--- config.mk ---
export PLATFORM = sky130hd
export DESIGN_NAME = l1_coherence_agent
export DESIGN_NICKNAME = d
export VERILOG_FILES = /design/src/rtl/coh_pkg.sv /design/src/rtl/coh_line_state_array.sv /design/src/rtl/l1_coherence_agent.sv
export SDC_FILE = /design/constraint.sdc
export NUM_CORES = 2
export LEC_CHECK = 0
export BUFFER_PORTS_ARGS = -buffer_cell sky130_fd_sc_hd__buf_2
export CORE_ASPECT_RATIO = 1.25
export CORE_MARGIN = 3
export CORE_UTILIZATION = 45
export DETAILED_ROUTE_END_ITERATION = 12
export MAX_ROUTING_LAYER = met4
export SLEW_MARGIN = 20
export SYNTH_ARGS = -nofsm -noshare
export SYNTH_HDL_FRONTEND = slang
export SYNTH_SLANG_ARGS = --single-unit
--- constraint.sdc ---
create_clock -name clk -period 5.6 [get_ports clk]
set_input_delay 0.56 -clock clk [delete_from_list [all_inputs] [get_ports clk]]
set_output_delay 0.56 -clock clk [all_outputs]
set_load 0.03 [all_outputs]
--- src/rtl/coh_pkg.sv ---
// rtl/coh_pkg.sv - shared encodings for the L1 coherence agent
package coh_pkg;

  localparam logic [1:0] COH_I = 2'd0;
  localparam logic [1:0] COH_S = 2'd1;
  localparam logic [1:0] COH_M = 2'd2;

  localparam logic [1:0] REQ_READ  = 2'd0;
  localparam logic [1:0] REQ_WRITE = 2'd1;

  localparam int LINE_OFF = 6;

  typedef enum logic [1:0] {
    ST_IDLE,
    ST_REQ,
    ST_WAIT
  } fsm_state_t;

endpackage

--- src/rtl/coh_line_state_array.sv ---
// rtl/coh_line_state_array.sv - direct-mapped tag/state storage, two read ports, one write port
module coh_line_state_array
  import coh_pkg::*;
#(
  parameter int LINES = 64,
  parameter int TAG_W = 20,
  localparam int IDX_W = $clog2(LINES)
) (
  input  logic             clk,
  input  logic             reset,
  input  logic [IDX_W-1:0] core_idx,
  output logic [TAG_W-1:0] core_tag,
  output logic [1:0]       core_state,
  input  logic [IDX_W-1:0] inv_idx,
  output logic [TAG_W-1:0] inv_tag,
  output logic [1:0]       inv_state,
  input  logic             wr_en,
  input  logic [IDX_W-1:0] wr_idx,
  input  logic [TAG_W-1:0] wr_tag,
  input  logic [1:0]       wr_state
);

  logic [TAG_W-1:0] tags   [LINES];
  logic [1:0]       states [LINES];

  always_ff @(posedge clk) begin
    if (reset) begin
      for (int i = 0; i < LINES; i++) begin
        tags[i]   <= '0;
        states[i] <= COH_I;
      end
    end else if (wr_en) begin
      tags[wr_idx]   <= wr_tag;
      states[wr_idx] <= wr_state;
    end
  end

  assign core_tag   = tags[core_idx];
  assign core_state = states[core_idx];
  assign inv_tag    = tags[inv_idx];
  assign inv_state  = states[inv_idx];

endmodule

--- src/rtl/l1_coherence_agent.sv ---
// rtl/l1_coherence_agent.sv - per-CU requester-side I/S/M coherence controller
module l1_coherence_agent
  import coh_pkg::*;
#(
  parameter int CU_ID   = 0,
  parameter int NUM_CU  = 16,
  parameter int ADDR_W  = 32,
  parameter int LINES   = 64,
  parameter int TIMEOUT = 255
) (
  input  logic                      clk,
  input  logic                      reset,
  input  logic                      core_valid,
  output logic                      core_ready,
  input  logic                      core_is_write,
  input  logic [ADDR_W-1:0]         core_addr,
  output logic                      core_done,
  output logic                      core_hit,
  output logic                      dir_req_valid,
  output logic [1:0]                dir_req_type,
  output logic [ADDR_W-1:0]         dir_req_addr,
  output logic [$clog2(NUM_CU)-1:0] dir_req_cu,
  input  logic                      dir_resp_valid,
  input  logic [1:0]                dir_resp_state,
  input  logic [NUM_CU-1:0]         dir_resp_sharers,
  input  logic                      inv_valid,
  output logic                      inv_ready,
  input  logic [ADDR_W-1:0]         inv_addr,
  output logic                      inv_ack,
  output logic                      inv_dirty,
  output logic                      err_timeout,
  output logic                      err_sharer
);

  localparam int IDX_W = $clog2(LINES);
  localparam int TAG_W = ADDR_W - IDX_W - LINE_OFF;
  localparam int CNT_W = $clog2(TIMEOUT + 1);
  localparam int CU_W  = $clog2(NUM_CU);

  fsm_state_t       state;
  logic [CNT_W-1:0] wait_cnt;

  logic [IDX_W-1:0] core_idx, inv_idx, pend_idx, wr_idx;
  logic [TAG_W-1:0] core_tag, inv_tag, pend_tag, wr_tag;
  logic [TAG_W-1:0] core_line_tag, inv_line_tag;
  logic [1:0]       core_line_state, inv_line_state, wr_state;
  logic             wr_en, install, inv_fire, inv_match, core_fire, lookup_hit, granted;
  logic             unused_bits;

  assign core_idx = core_addr[IDX_W+LINE_OFF-1:LINE_OFF];
  assign core_tag = core_addr[ADDR_W-1:IDX_W+LINE_OFF];
  assign inv_idx  = inv_addr[IDX_W+LINE_OFF-1:LINE_OFF];
  assign inv_tag  = inv_addr[ADDR_W-1:IDX_W+LINE_OFF];
  // The latched request address doubles as the pending-line register.
  assign pend_idx = dir_req_addr[IDX_W+LINE_OFF-1:LINE_OFF];
  assign pend_tag = dir_req_addr[ADDR_W-1:IDX_W+LINE_OFF];

  assign dir_req_cu = CU_W'(CU_ID);
  assign granted    = (dir_resp_state == COH_S) || (dir_resp_state == COH_M);

  assign core_ready = !reset && (state == ST_IDLE) && !inv_valid;
  assign inv_ready  = !reset && !((state == ST_WAIT) && dir_resp_valid);
  assign core_fire  = core_valid && core_ready;
  assign inv_fire   = inv_valid && inv_ready;

  assign lookup_hit = (core_line_tag == core_tag) &&
                      ((core_line_state == COH_M) ||
                       (core_line_state == COH_S && !core_is_write));
  assign inv_match  = (inv_line_tag == inv_tag) && (inv_line_state != COH_I);

  // Install and invalidate never coincide: inv_ready drops on a response cycle.
  assign install  = (state == ST_WAIT) && dir_resp_valid && granted;
  assign wr_en    = install || (inv_fire && inv_match);
  assign wr_idx   = install ? pend_idx : inv_idx;
  assign wr_tag   = install ? pend_tag : inv_line_tag;
  assign wr_state = install ? dir_resp_state : COH_I;

  assign unused_bits = ^{core_addr[LINE_OFF-1:0], inv_addr[LINE_OFF-1:0], dir_resp_sharers};

  coh_line_state_array #(
    .LINES (LINES),
    .TAG_W (TAG_W)
  ) u_array (
    .clk        (clk),
    .reset      (reset),
    .core_idx   (core_idx),
    .core_tag   (core_line_tag),
    .core_state (core_line_state),
    .inv_idx    (inv_idx),
    .inv_tag    (inv_line_tag),
    .inv_state  (inv_line_state),
    .wr_en      (wr_en),
    .wr_idx     (wr_idx),
    .wr_tag     (wr_tag),
    .wr_state   (wr_state)
  );

  always_ff @(posedge clk) begin
    if (reset) begin
      state         <= ST_IDLE;
      wait_cnt      <= '0;
      core_done     <= 1'b0;
      core_hit      <= 1'b0;
      dir_req_valid <= 1'b0;
      dir_req_type  <= REQ_READ;
      dir_req_addr  <= '0;
      inv_ack       <= 1'b0;
      inv_dirty     <= 1'b0;
      err_timeout   <= 1'b0;
      err_sharer    <= 1'b0;
    end else begin
      core_done     <= 1'b0;
      core_hit      <= 1'b0;
      dir_req_valid <= 1'b0;
      inv_ack       <= inv_fire;
      inv_dirty     <= inv_fire && inv_match && (inv_line_state == COH_M);
      case (state)
        ST_IDLE: begin
          if (core_fire) begin
            if (lookup_hit) begin
              core_done <= 1'b1;
              core_hit  <= 1'b1;
            end else begin
              dir_req_valid <= 1'b1;
              dir_req_type  <= core_is_write ? REQ_WRITE : REQ_READ;
              dir_req_addr  <= {core_addr[ADDR_W-1:LINE_OFF], {LINE_OFF{1'b0}}};
              state         <= ST_REQ;
            end
          end
        end
        ST_REQ: begin
          wait_cnt <= '0;
          state    <= ST_WAIT;
        end
        ST_WAIT: begin
          if (dir_resp_valid) begin
            if (granted) begin
              if (!dir_resp_sharers[CU_ID]) err_sharer <= 1'b1;
              core_done <= 1'b1;
              state     <= ST_IDLE;
            end else begin
              dir_req_valid <= 1'b1;
              state         <= ST_REQ;
            end
          end else if (wait_cnt == CNT_W'(TIMEOUT)) begin
            err_timeout <= 1'b1;
            core_done   <= 1'b1;
            state       <= ST_IDLE;
          end else begin
            wait_cnt <= wait_cnt + 1'b1;
          end
        end
        default: state <= ST_IDLE;
      endcase
    end
  end

endmodule

After elaboration in Yosys (flattened, before gate mapping) --
Memory sizes are Yosys's and may differ from the RTL's. Index checks and enable logic that the tools add are counted.
Operators by class: $add $sub $neg 1, $mul 0, divide/modulo/power cells 0, order comparisons 0, eq/ne operators 15, shifts and indexed selects 0, mux-type cells 35, bitwise gates (word level) 4, reduce and logical (&&, ||, !) cells 30
Operator list (number):
- equality test 20 bit | 2
- 2-to-1 mux 20 bit | 2
- OR reduction 20 bit | 1
- 2-to-1 mux 1 bit | 18
- 2-to-1 mux 6 bit | 3
- 2-to-1 mux 8 bit | 2
- one-hot mux 8 bit (2 select lines) | 1
- logical AND 1 bit | 12
- 2-to-1 mux 2 bit | 6
- AND reduction 3 bit | 4
- adder 8 x 1 -> 8 bit (second input constant) | 1
- equality test 2 bit (second input constant) | 4
- equality test 8 bit (second input constant) | 1
- != test 2 bit (second input constant) | 4
- equality test 2 x 1 -> 1 bit (second input constant) | 3
- one-hot mux 2 bit (3 select lines) | 1
- logical NOT 1 bit | 4
- inverter 1 bit | 4
- one-hot mux 1 bit (2 select lines) | 2
- AND reduction 4 bit | 1
- nonzero test 2 bit | 2
- OR reduction 2 bit | 2
- logical OR 1 bit | 3
- != test 3 x 2 -> 1 bit (second input constant) | 1
- logical NOT 2 bit | 1
Storage, ports and cells: register bits 45, bits in latches 0, RAM bits 1408, bits in read-only memories 0, input bits 88, output and inout port bits 47, word-level logic and storage cells 98, memories kept 2
Memory list:
- u_array.tags | depth 64, width 20, read ports 2, clocked after Yosys merged registers in 0, write ports 64, line coh_line_state_array.sv:23 | logic [TAG_W-1:0] tags [LINES];
- u_array.states | depth 64, width 2, read ports 2, clocked after Yosys merged registers in 0, write ports 64, line coh_line_state_array.sv:24 | logic [1:0] states [LINES];

Depth between registers and ports, before layout --
word-level depth 12, depth in mapped cells 19, mapped depth without buffers 10

Cells and area by module --
Synthesis repeated with hierarchy kept, for this count alone.
Second synthesis, totals: cells, all modules 5404, area, all modules 78487.8 µm²
Modules (own cells, without submodules):
- coh_line_state_array | instances 1, cells each 5152, area each 75991.6 µm², sequential area each 42280.6 µm²
- l1_coherence_agent | instances 1, cells each 252, area each 2496.1 µm², sequential area each 880.8 µm²

Worst setup path after synthesis --
No wires, ideal clock.
path type input to register, start input inv_addr[6], end memory u_array.states[33][0], enable pin, setup time 0.406 ns, arrival 5.331 ns, setup slack -0.137 ns, cell stages on the path 17, buffers on the path 7, cells stage by stage buf_2 buf_6 buf_6 buf_2 buf_2 mux4_2 mux2i_1 a21oi_1 o221ai_1 o31ai_1 xor2_1 or4_1 nor4_4 buf_6 nor2_2 buf_2 o21bai_1
RTL lines:
- from (decl) | line l1_coherence_agent.sv:28 | input logic [ADDR_W-1:0] inv_addr,
- to (decl) | line coh_line_state_array.sv:24

==> impl_metrics.tcl <==
set metrics [dict create \
    cts_tree "done" \
    drc 0 \
    totalWireLength_mm 307 \
    routedWlPerCell_um 39.0 \
    syn_inst 5222 \
    grt_pass1_vias 51699 \
    synth_xor_area_share_pct 0.776 \
    drt_pass1_iterations 9 \
    ctsHtreeMaxLevel 4 \
    grt_max_degree 65 \
    overflow 0 \
    synth-simple-area-share_pct 9.53 \
    cp_cell_sequence "buf_8 > buf_12 > mux4_2 > mux4_2 > mux2i_1 > buf_4 > mux2_2 > xor2_1 > buf_4 > nand4_1 > or4_1 > buf_4 > nor4_4 > buf_12 > nor2_4 > buf_4 > o21bai_2 > buf_4" \
    synth_top_area_share_pct 55.9 \
    gp_congestion 1.04 \
    synth_compound_gate_area_share_pct 3.59 \
    vias_per_cell 6.78 \
    dp_hpwl_mm 212 \
    hold_slack_ns 0.0502 \
    layout-drive-gt1-share_pct 31.7 \
    synth_top_family_by_area "multiplexers" \
    post-synth-top-count-cell "nor2_1" \
    drv_slew 0 \
    final_cell_area_sq_mm 0.0881 \
    yosysTopAreaCell "edfxtp_1" \
    tightest_slew_ns 1.30 \
    hold_viol_final 0 \
    cts_root_buffer "clkbuf_16" \
    synth_ff_type "edfxtp_1" \
    fin_crit_sh_pct 90.6 \
    max-cap-violations 0 \
    dpl-instance-area_sq_mm 0.0831 \
    track_usage_pct 36.4 \
    yosys_warnings 0 \
    final_util_pct 53.0 \
    yosysUniqueCellTypes 71 \
    fin_nets 5623 \
    clkSlewWorstSetupHoldPaths_ns 0.06 \
    critPathKind "primary input to flop" \
    fmax_mhz 197 \
    portBuffers 96 \
    peakVddDrop_mv 0.327 \
    syn_avg_cell_area_sq_um 14.5 \
    cpMostUsedCell "buf_4" \
    area_growth_syn_to_layout_pct 16.4 \
    worst_path_largest_cell_delay_ns 0.59 \
    outcome "finished clean" \
    skew_ns 0.0379 \
    fp.dieArea_sq_mm 0.173 \
    cts_sinks 1452 \
    clockBufferDepth 3 \
    num_rows 167 \
    clk_latency_ns 0.83 \
    synth_area_sq_mm 0.0757 \
    synthMuxAreaShare_pct 25.4 \
    layout_min_cycle_time_ns 5.08 \
    synth_edf_count 1408 \
    crit_path_end_kind "flop" \
    setup_violations 0 \
    pin_count 135 \
    critPathRequiredTime_ns 6.10 \
    die_height_um 464 \
    cts_made_buffers 150 \
    critPathArrivalTime_ns 5.57 \
    total_leakage_power_nw 30.5 \
    ys_seq_area_share_pct 57.0 \
    synth_area_leaders "edfxtp_1, mux4_2, nor2_1" \
    cts_setup_buffers 0 \
    ys_top_cells_by_count "nor2_1, edfxtp_1, mux4_2" \
    start_util_pct 45.5 \
    cp_max_fo 21 \
    pwr_density_cell_mw_per_mm2 297 \
    num_vias 53415 \
    synthAdderAreaFrac_pct 0.0165 \
    relSlewSlack_pct 12.9 \
    power_mw 26.1 \
    antenna_found_initial 29 \
    grt_pass1_wl_mm 422 \
    dieWidth_um 373 \
    start_kind "primary input" \
    coreArea_sq_mm 0.166 \
    ant_nets 0 \
    hold_path.class "primary input to flop" \
    rsz0062_at_grt "no" \
    drtIter0Drc 9060 \
    async_flop_share_pct 0 \
    slowest_stage "mux4_2" \
    synth_seq_cells 1452 \
]
cell usage in the layout, fill, tap and decap left out, types with 9 or more instances in the layout:
cell type,instances
nand2b_1,16
o31ai_1,9
buf_12,160
o22ai_1,16
dfxtp_1,44
buf_4,436
mux4_2,730
a21oi_1,25
nand3_1,42
clkbuf_16,157
inv_1,12
diode_2,26
a22oi_1,58
bufinv_16,11
o21bai_2,61
a211oi_1,11
xnor2_1,33
conb_1,11
xor2_1,34
clkinv_2,24
clkinv_1,27
mux2_2,47
nand4_1,15
nand2_1,161
a22oi_4,19
a221oi_1,23
buf_2,85
mux2i_1,221
nor3_1,18
nor2b_1,38
a31oi_1,15
edfxtp_1,1408
o21ai_0,28
clkbuf_1,34
nor2_1,1470
area by class of cell:
class                   count  area (sq um)
multi-input cells        3225         30200
diodes                     26          65.1
clock inverters            81           746
well taps                2197          2750
flip-flops and latches   1452         43200
fillers                 13733         78200
inverters                  16          60.1
repair buffers            689          7010
clock buffers             198          4150
critical path: cells and delay by family:
kind	cells	cell delay, ns
AO/OA/AOI/OAI	1	0.23
XOR/XNOR	1	0.44
buffers and inverters	8	1.95
multiplexers	4	1.44
AND/OR/NAND/NOR	4	0.91
per-stage QoR:
stage / worst slack [ns] / std cells / TNS (ns)
floorplan: -0.137 / 5232 / -180.83
global placement: -0.174 / 7577 / -72.89
detailed placement: -0.157 / 7577 / -75.01
CTS: 0.690 / 7857 / 0
global route: 0.429 / 7881 / 0
finish: 0.525 / 7884 / 0
registers in the layout, summed over array words and instances (netlist names):
| signal | flops |
|---|---|
| u_array.tags | 1280 |
| dir_req_type | 1 |
| err_timeout | 1 |
| core_hit | 1 |
| inv_ack | 1 |
| wait_cnt | 8 |
| dir_req_addr | 26 |
| dir_req_valid | 1 |
| core_done | 1 |
| err_sharer | 1 |
| u_array.states | 128 |
| state | 2 |
| inv_dirty | 1 |
report_power, final:
group	total, mW	internal, mW	switching [mW]
registers	12.5	12.2	0.226
logic	3.49	1.42	2.07
clock network	10.2	5.75	4.41
path summary, 6_finish.rpt:
kind | from | endpoint | slack, ns | depth (start not counted)
min reg2reg | err_timeout | err_timeout | 0.46 | 2
min | core_addr[14] | dir_req_addr[14] | 0.05 | 2
max reg2reg | u_array.tags[43][3] | u_array.tags[1][5] | 0.56 | 16
max | inv_addr[6] | u_array.tags[1][5] | 0.52 | 18
logic make-up (layout without fill, tap and decap cells):
| group | count (synthesis) | after routing |
|---|---|---|
| simple gates | 1809 | 1809 |
| flops | 1452 | 1452 |
| mux | 1001 | 1001 |
| buf+inv | 555 | 984 |
| compound gates | 336 | 336 |
| xor+xnor | 67 | 67 |
| fa+ha+maj | 1 | 1 |
| other cells | 1 | 37 |
timing repair:
item,4_1_cts,5_1_grt
hold buffers,1,0
endpoints found under the hold margin,1,0
gates resized for setup,0,0
per-layer routing:
layer,global-route usage (%),up-vias,wire (um)
li1,-,20679,-
met1,45.3,27664,106000
met2,53.3,4293,139000
met3,11.3,779,42700
met4,19.7,0,20000
met5,-,-,0
Note: power is estimated with default switching activity, not from simulation.
